==> config.mk <==
export PLATFORM = sky130hd
export DESIGN_NAME = stream_rr_arbiter
export DESIGN_NICKNAME = d
export VERILOG_FILES = /design/src/rtl/stream_rr_arbiter.sv
export SDC_FILE = /design/constraint.sdc
export NUM_CORES = 1
export LEC_CHECK = 0
export CORE_MARGIN = 5
export CORE_UTILIZATION = 41
export DETAILED_ROUTE_END_ITERATION = 8
export PLACE_DENSITY = 0.79
export RECOVER_POWER = 25
export SLEW_MARGIN = 15
export SYNTH_ARGS = -nofsm -noshare
export SYNTH_HDL_FRONTEND = slang
export SYNTH_HIERARCHICAL = 1
export SYNTH_SLANG_ARGS = --single-unit
==> constraint.sdc <==
create_clock -name clk -period 2.1 [get_ports clk]
set_input_delay 0.42 -clock clk [delete_from_list [all_inputs] [get_ports clk]]
set_output_delay 0.42 -clock clk [all_outputs]
set_load 0.05 [all_outputs]
==> src/rtl/stream_rr_arbiter.sv <==
// Packet-granular round-robin arbiter: N_SRC source streams share one registered
// output beat; grant is held for a whole packet, then the pointer moves past the winner.

module stream_rr_arbiter_lane #(
  parameter int ID_W = 2,
  parameter int IDX  = 0
) (
  input  logic            busy_i,
  input  logic [ID_W-1:0] grant_i,
  input  logic            take_ok_i,
  output logic            ready_o
);
  assign ready_o = busy_i && take_ok_i && (grant_i == ID_W'(IDX));
endmodule

module stream_rr_arbiter #(
  parameter  int T_DATA_WIDTH = 4,
  parameter  int N_SRC        = 4,
  localparam int ID_W         = $clog2(N_SRC)
) (
  input  logic                    clk,
  input  logic                    rst_n,
  input  logic [T_DATA_WIDTH-1:0] s_data_i [N_SRC-1:0],
  input  logic [N_SRC-1:0]        s_last_i,
  input  logic [N_SRC-1:0]        s_valid_i,
  output logic [N_SRC-1:0]        s_ready_o,
  output logic [T_DATA_WIDTH-1:0] m_data_o,
  output logic [ID_W-1:0]         m_id_o,
  output logic                    m_last_o,
  output logic                    m_valid_o,
  input  logic                    m_ready_i
);

  typedef enum logic {IDLE, BUSY} state_e;

  typedef struct packed {
    logic                    last;
    logic [ID_W-1:0]         id;
    logic [T_DATA_WIDTH-1:0] data;
  } beat_t;

  localparam logic [ID_W:0]   N_W      = (ID_W+1)'(N_SRC);
  localparam logic [ID_W-1:0] LAST_IDX = ID_W'(N_SRC - 1);

  state_e          state_q;
  logic [ID_W-1:0] grant_q, rr_ptr_q, rr_ptr_d, pick;
  logic [ID_W:0]   scan;
  logic            found, take_ok, accept;
  beat_t           out_q;
  logic            out_vld_q;

  // The output slot can take a beat if it is empty or being drained this cycle.
  assign take_ok = m_ready_i || !out_vld_q;

  for (genvar i = 0; i < N_SRC; i++) begin : g_lane
    stream_rr_arbiter_lane #(.ID_W(ID_W), .IDX(i)) u_lane (
      .busy_i    (state_q == BUSY),
      .grant_i   (grant_q),
      .take_ok_i (take_ok),
      .ready_o   (s_ready_o[i])
    );
  end

  assign accept   = s_valid_i[grant_q] && s_ready_o[grant_q];
  assign rr_ptr_d = (grant_q == LAST_IDX) ? '0 : grant_q + 1'b1;

  // Scan rr_ptr, rr_ptr+1, ... wrapping at N_SRC; the extra bit keeps the sum exact.
  always_comb begin
    found = 1'b0;
    pick  = '0;
    scan  = '0;
    for (int k = 0; k < N_SRC; k++) begin
      scan = {1'b0, rr_ptr_q} + (ID_W+1)'(k);
      if (scan >= N_W) scan = scan - N_W;
      if (!found && s_valid_i[scan[ID_W-1:0]]) begin
        found = 1'b1;
        pick  = scan[ID_W-1:0];
      end
    end
  end

  always_ff @(posedge clk or negedge rst_n) begin
    if (!rst_n) begin
      state_q   <= IDLE;
      grant_q   <= '0;
      rr_ptr_q  <= '0;
      out_q     <= '0;
      out_vld_q <= 1'b0;
    end else begin
      if (accept) begin
        out_q     <= '{last: s_last_i[grant_q], id: grant_q, data: s_data_i[grant_q]};
        out_vld_q <= 1'b1;
      end else if (m_ready_i) begin
        out_vld_q <= 1'b0;
      end
      case (state_q)
        IDLE: if (found) begin
          grant_q <= pick;
          state_q <= BUSY;
        end
        BUSY: if (accept && s_last_i[grant_q]) begin
          state_q  <= IDLE;
          rr_ptr_q <= rr_ptr_d;
        end
        default: state_q <= IDLE;
      endcase
    end
  end

  assign m_data_o  = out_q.data;
  assign m_id_o    = out_q.id;
  assign m_last_o  = out_q.last;
  assign m_valid_o = out_vld_q;

endmodule

==> results.sh <==
export IMPL_io_buffers=38
export IMPL_initial_core_util=0.436
export IMPL_cts_clk_slew_worst_paths_ns=0.09
export IMPL_clkSinkCount=13
export IMPL_worstMarginPinSlew_ns=0.644
export IMPL_critPathRequiredTime_ns=1.68
export IMPL_hpwl_mm=1.98
export IMPL_overflow=0
export IMPL_insertedDiodeCount=0
export IMPL_dp_cells=146
export IMPL_ios=39
export IMPL_crit_path_top_delay_cell="clkdlybuf4s50_1"
export IMPL_clkLatencyLatePin_ns=0.29
export IMPL_drt_first_iter_violations=13
export IMPL_relSlewSlack=0.570
export IMPL_synth_common_cells="dfrtp_1, mux2_2, nand2_1"
export IMPL_fp_dieArea_um2=3130
export IMPL_area_growth_pct=64.0
export IMPL_synth_cells=73
export IMPL_timing_max_cap_violations=0
export IMPL_cts_path_max_buffers=2
export IMPL_nets=152
export IMPL_fillCellCount=144
export IMPL_synth_flop_cell="dfrtp_1"
export IMPL_synth_seq_area_share=0.376
export IMPL_drv_slew=0
export IMPL_status="finished clean"
export IMPL_grt_setup_unrepaired="no"
export IMPL_grt_pass1_vias=865
export IMPL_cts_root_buf="clkbuf_4"
export IMPL_path_cells="clkdlybuf4s50_1 -> nand2b_4 -> and4bb_2 -> buf_4 -> buf_12"
export IMPL_syn_num_nets=101
export IMPL_synth_area_top_cells="dfrtp_1, mux4_2, mux2_2"
export IMPL_hp_class="reg -> reg"
export IMPL_route_detailed_drc=0
export IMPL_ir_drop_mv=0.846
export IMPL_htree_num_levels=1
export IMPL_postSynthAreaPerCell_um2=11.8
export IMPL_p_leak_nw=0.608
export IMPL_worstPathArrival_ns=1.58
export IMPL_cp_max_fo=5
export IMPL_numCtsBuffers=3
export IMPL_yosysUniqueCellTypes=33
export IMPL_wl_mm=2.52
export IMPL_yosysTopAreaCellShare=0.376
export IMPL_critPathMaxStageDelay_ns=0.47
export IMPL_synth_most_common_cell="dfrtp_1"
export IMPL_dr_total_vias=816
export IMPL_post_place_ws_ns=-0.181
export IMPL_track_usage=0.170
export IMPL_grt_first_pass_wirelength_mm=4.12
export IMPL_rows=16
export IMPL_dr_pass1_iters=4
export IMPL_startpoint_type="input pin"
export IMPL_cp_end_kind="primary output"
export IMPL_coreArea_um2=1980
export IMPL_routabilityCongestion=0.867
export IMPL_synth_warnings=6
export IMPL_finalPower_mw=2.16
export IMPL_antenna_found_initial=0
export IMPL_netlist_area_um2=865
export IMPL_ys_ff_latch=13
export IMPL_cts_tree="built"
export IMPL_wl_per_cell_um=16.8
export IMPL_setup_viol=0
export IMPL_skew_ns=0.0100
export IMPL_synth_edf_count=0
export IMPL_synth_area_leader_cell="dfrtp_1"
export IMPL_die_w_um=55.9
export IMPL_viasPerCell=5.44
export IMPL_min_period_ns=2.00
export IMPL_dieHeight_um=55.9
export IMPL_period_share=0.951
export IMPL_worst_slack_ns=0.102
export IMPL_grt_max_degree=14
export IMPL_drive_above_1_share=0.366
export IMPL_worstSetupPathType="in -> out"
export IMPL_power_density_nw_per_um2=1520
export IMPL_hold_viol_final=0
export IMPL_ant_nets=0
export IMPL_ctsHoldBuffers=0
export IMPL_ys_async_sr_fraction=1.00
export IMPL_clock_fmax_mhz=501
export IMPL_final_cell_count_no_fill=150
[area by class of cell]
cell class	instances	area, um2	share of cell area
clock buffer	3	22.5	0.0159
clock inverter	1	5.00	0.00353
inverter	4	15.0	0.0106
multi-input combinational	54	520	0.367
sequential	13	325	0.229
tap	27	33.8	0.0238
timing repair buffer	48	495	0.350
[final timing paths]
check	to	cells past startpoint	slack, ns	startpoint
max in group asynchronous	m_id_o[1]	1	1.09	rst_n
max	s_ready_o[0]	5	0.10	m_ready_i
min in group asynchronous	m_valid_o	1	0.59	rst_n
min reg2reg	m_data_o[3]	1	0.51	m_data_o[3]
max reg2reg	m_data_o[0]	5	0.23	grant_q[0]
min	m_data_o[3]	1	0.51	m_data_o[3]
[through the flow]
step / util / TNS (ns) / instance area (um2) / hold slack (ns)
6_report: 0.715 / 0 / 1420 / 0.508
2_1_floorplan: - / 0 / 868 / 0.124
4_1_cts: 0.711 / 0 / 1410 / 0.513
5_1_grt: 0.715 / 0 / 1420 / 0.518
3_3_place_gp: 0.698 / -0.927 / 1380 / 0.485
3_5_place_dp: 0.698 / -1.10 / 1380 / 0.491
[kinds of logic after synthesis]
group | count (synthesis) | synth area share
AO/OA/AOI/OAI | 17 | 0.145
multiplexers | 14 | 0.256
adder cells (fa/ha/maj) | 1 | 0.0145
flip-flops | 13 | 0.376
buffers and inverters | 6 | 0.0347
AND/OR/NAND/NOR | 22 | 0.174
[placed cells by master, fill, tap and decap left out, drive strengths merged, types with 2 or more instances in the layout]
cell type and n:
nor2 4, o21ai 2, and4b 2, mux4 5, inv 4, a21boi 2, dfrtp 13, nand3b 2
buf 14, clkdlybuf4s50 33, clkbuf 3, nand2 7, o211ai 2, nand3 3, a21oi 5, mux2 9
[critical path: cells and delay by family]
family,cells,cell delay (ns)
buffers and inverters,3,0.75
AND/OR/NAND/NOR,2,0.41
[report_power, final]
group | total (mW) | switching (mW) | internal (mW)
logic | 1.48 | 0.750 | 0.735
registers | 0.512 | 0.145 | 0.366
clock network | 0.160 | 0.0890 | 0.0708
total | 2.16 | 0.984 | 1.17
[flip-flops by register name, indices dropped and copies added, names as in the netlist]
register / count
m_data_o: 4
grant_q: 2
m_id_o: 2
rr_ptr_q: 2
m_last_o: 1
m_valid_o: 1
state_q: 1
[routing by layer]
metal / GRT usage / share of wire / vias up / wire, um
met5: 0 / 0 / - / 0
met4: 0.0542 / 0.0095 / 0 / 24
met3: 0.0650 / 0.11 / 3 / 274
met2: 0.284 / 0.47 / 57 / 1190
met1: 0.202 / 0.41 / 371 / 1030
li1: - / - / 385 / -
[repair_timing]
| item | in CTS | in global routing |
|---|---|---|
| hold endpoints to repair | 0 | 0 |
| endpoints found under the setup margin | 0 | 1 |
| setup buffers | 0 | 0 |
| resized for setup | 0 | 1 |
(Power assumes the default switching activity.)
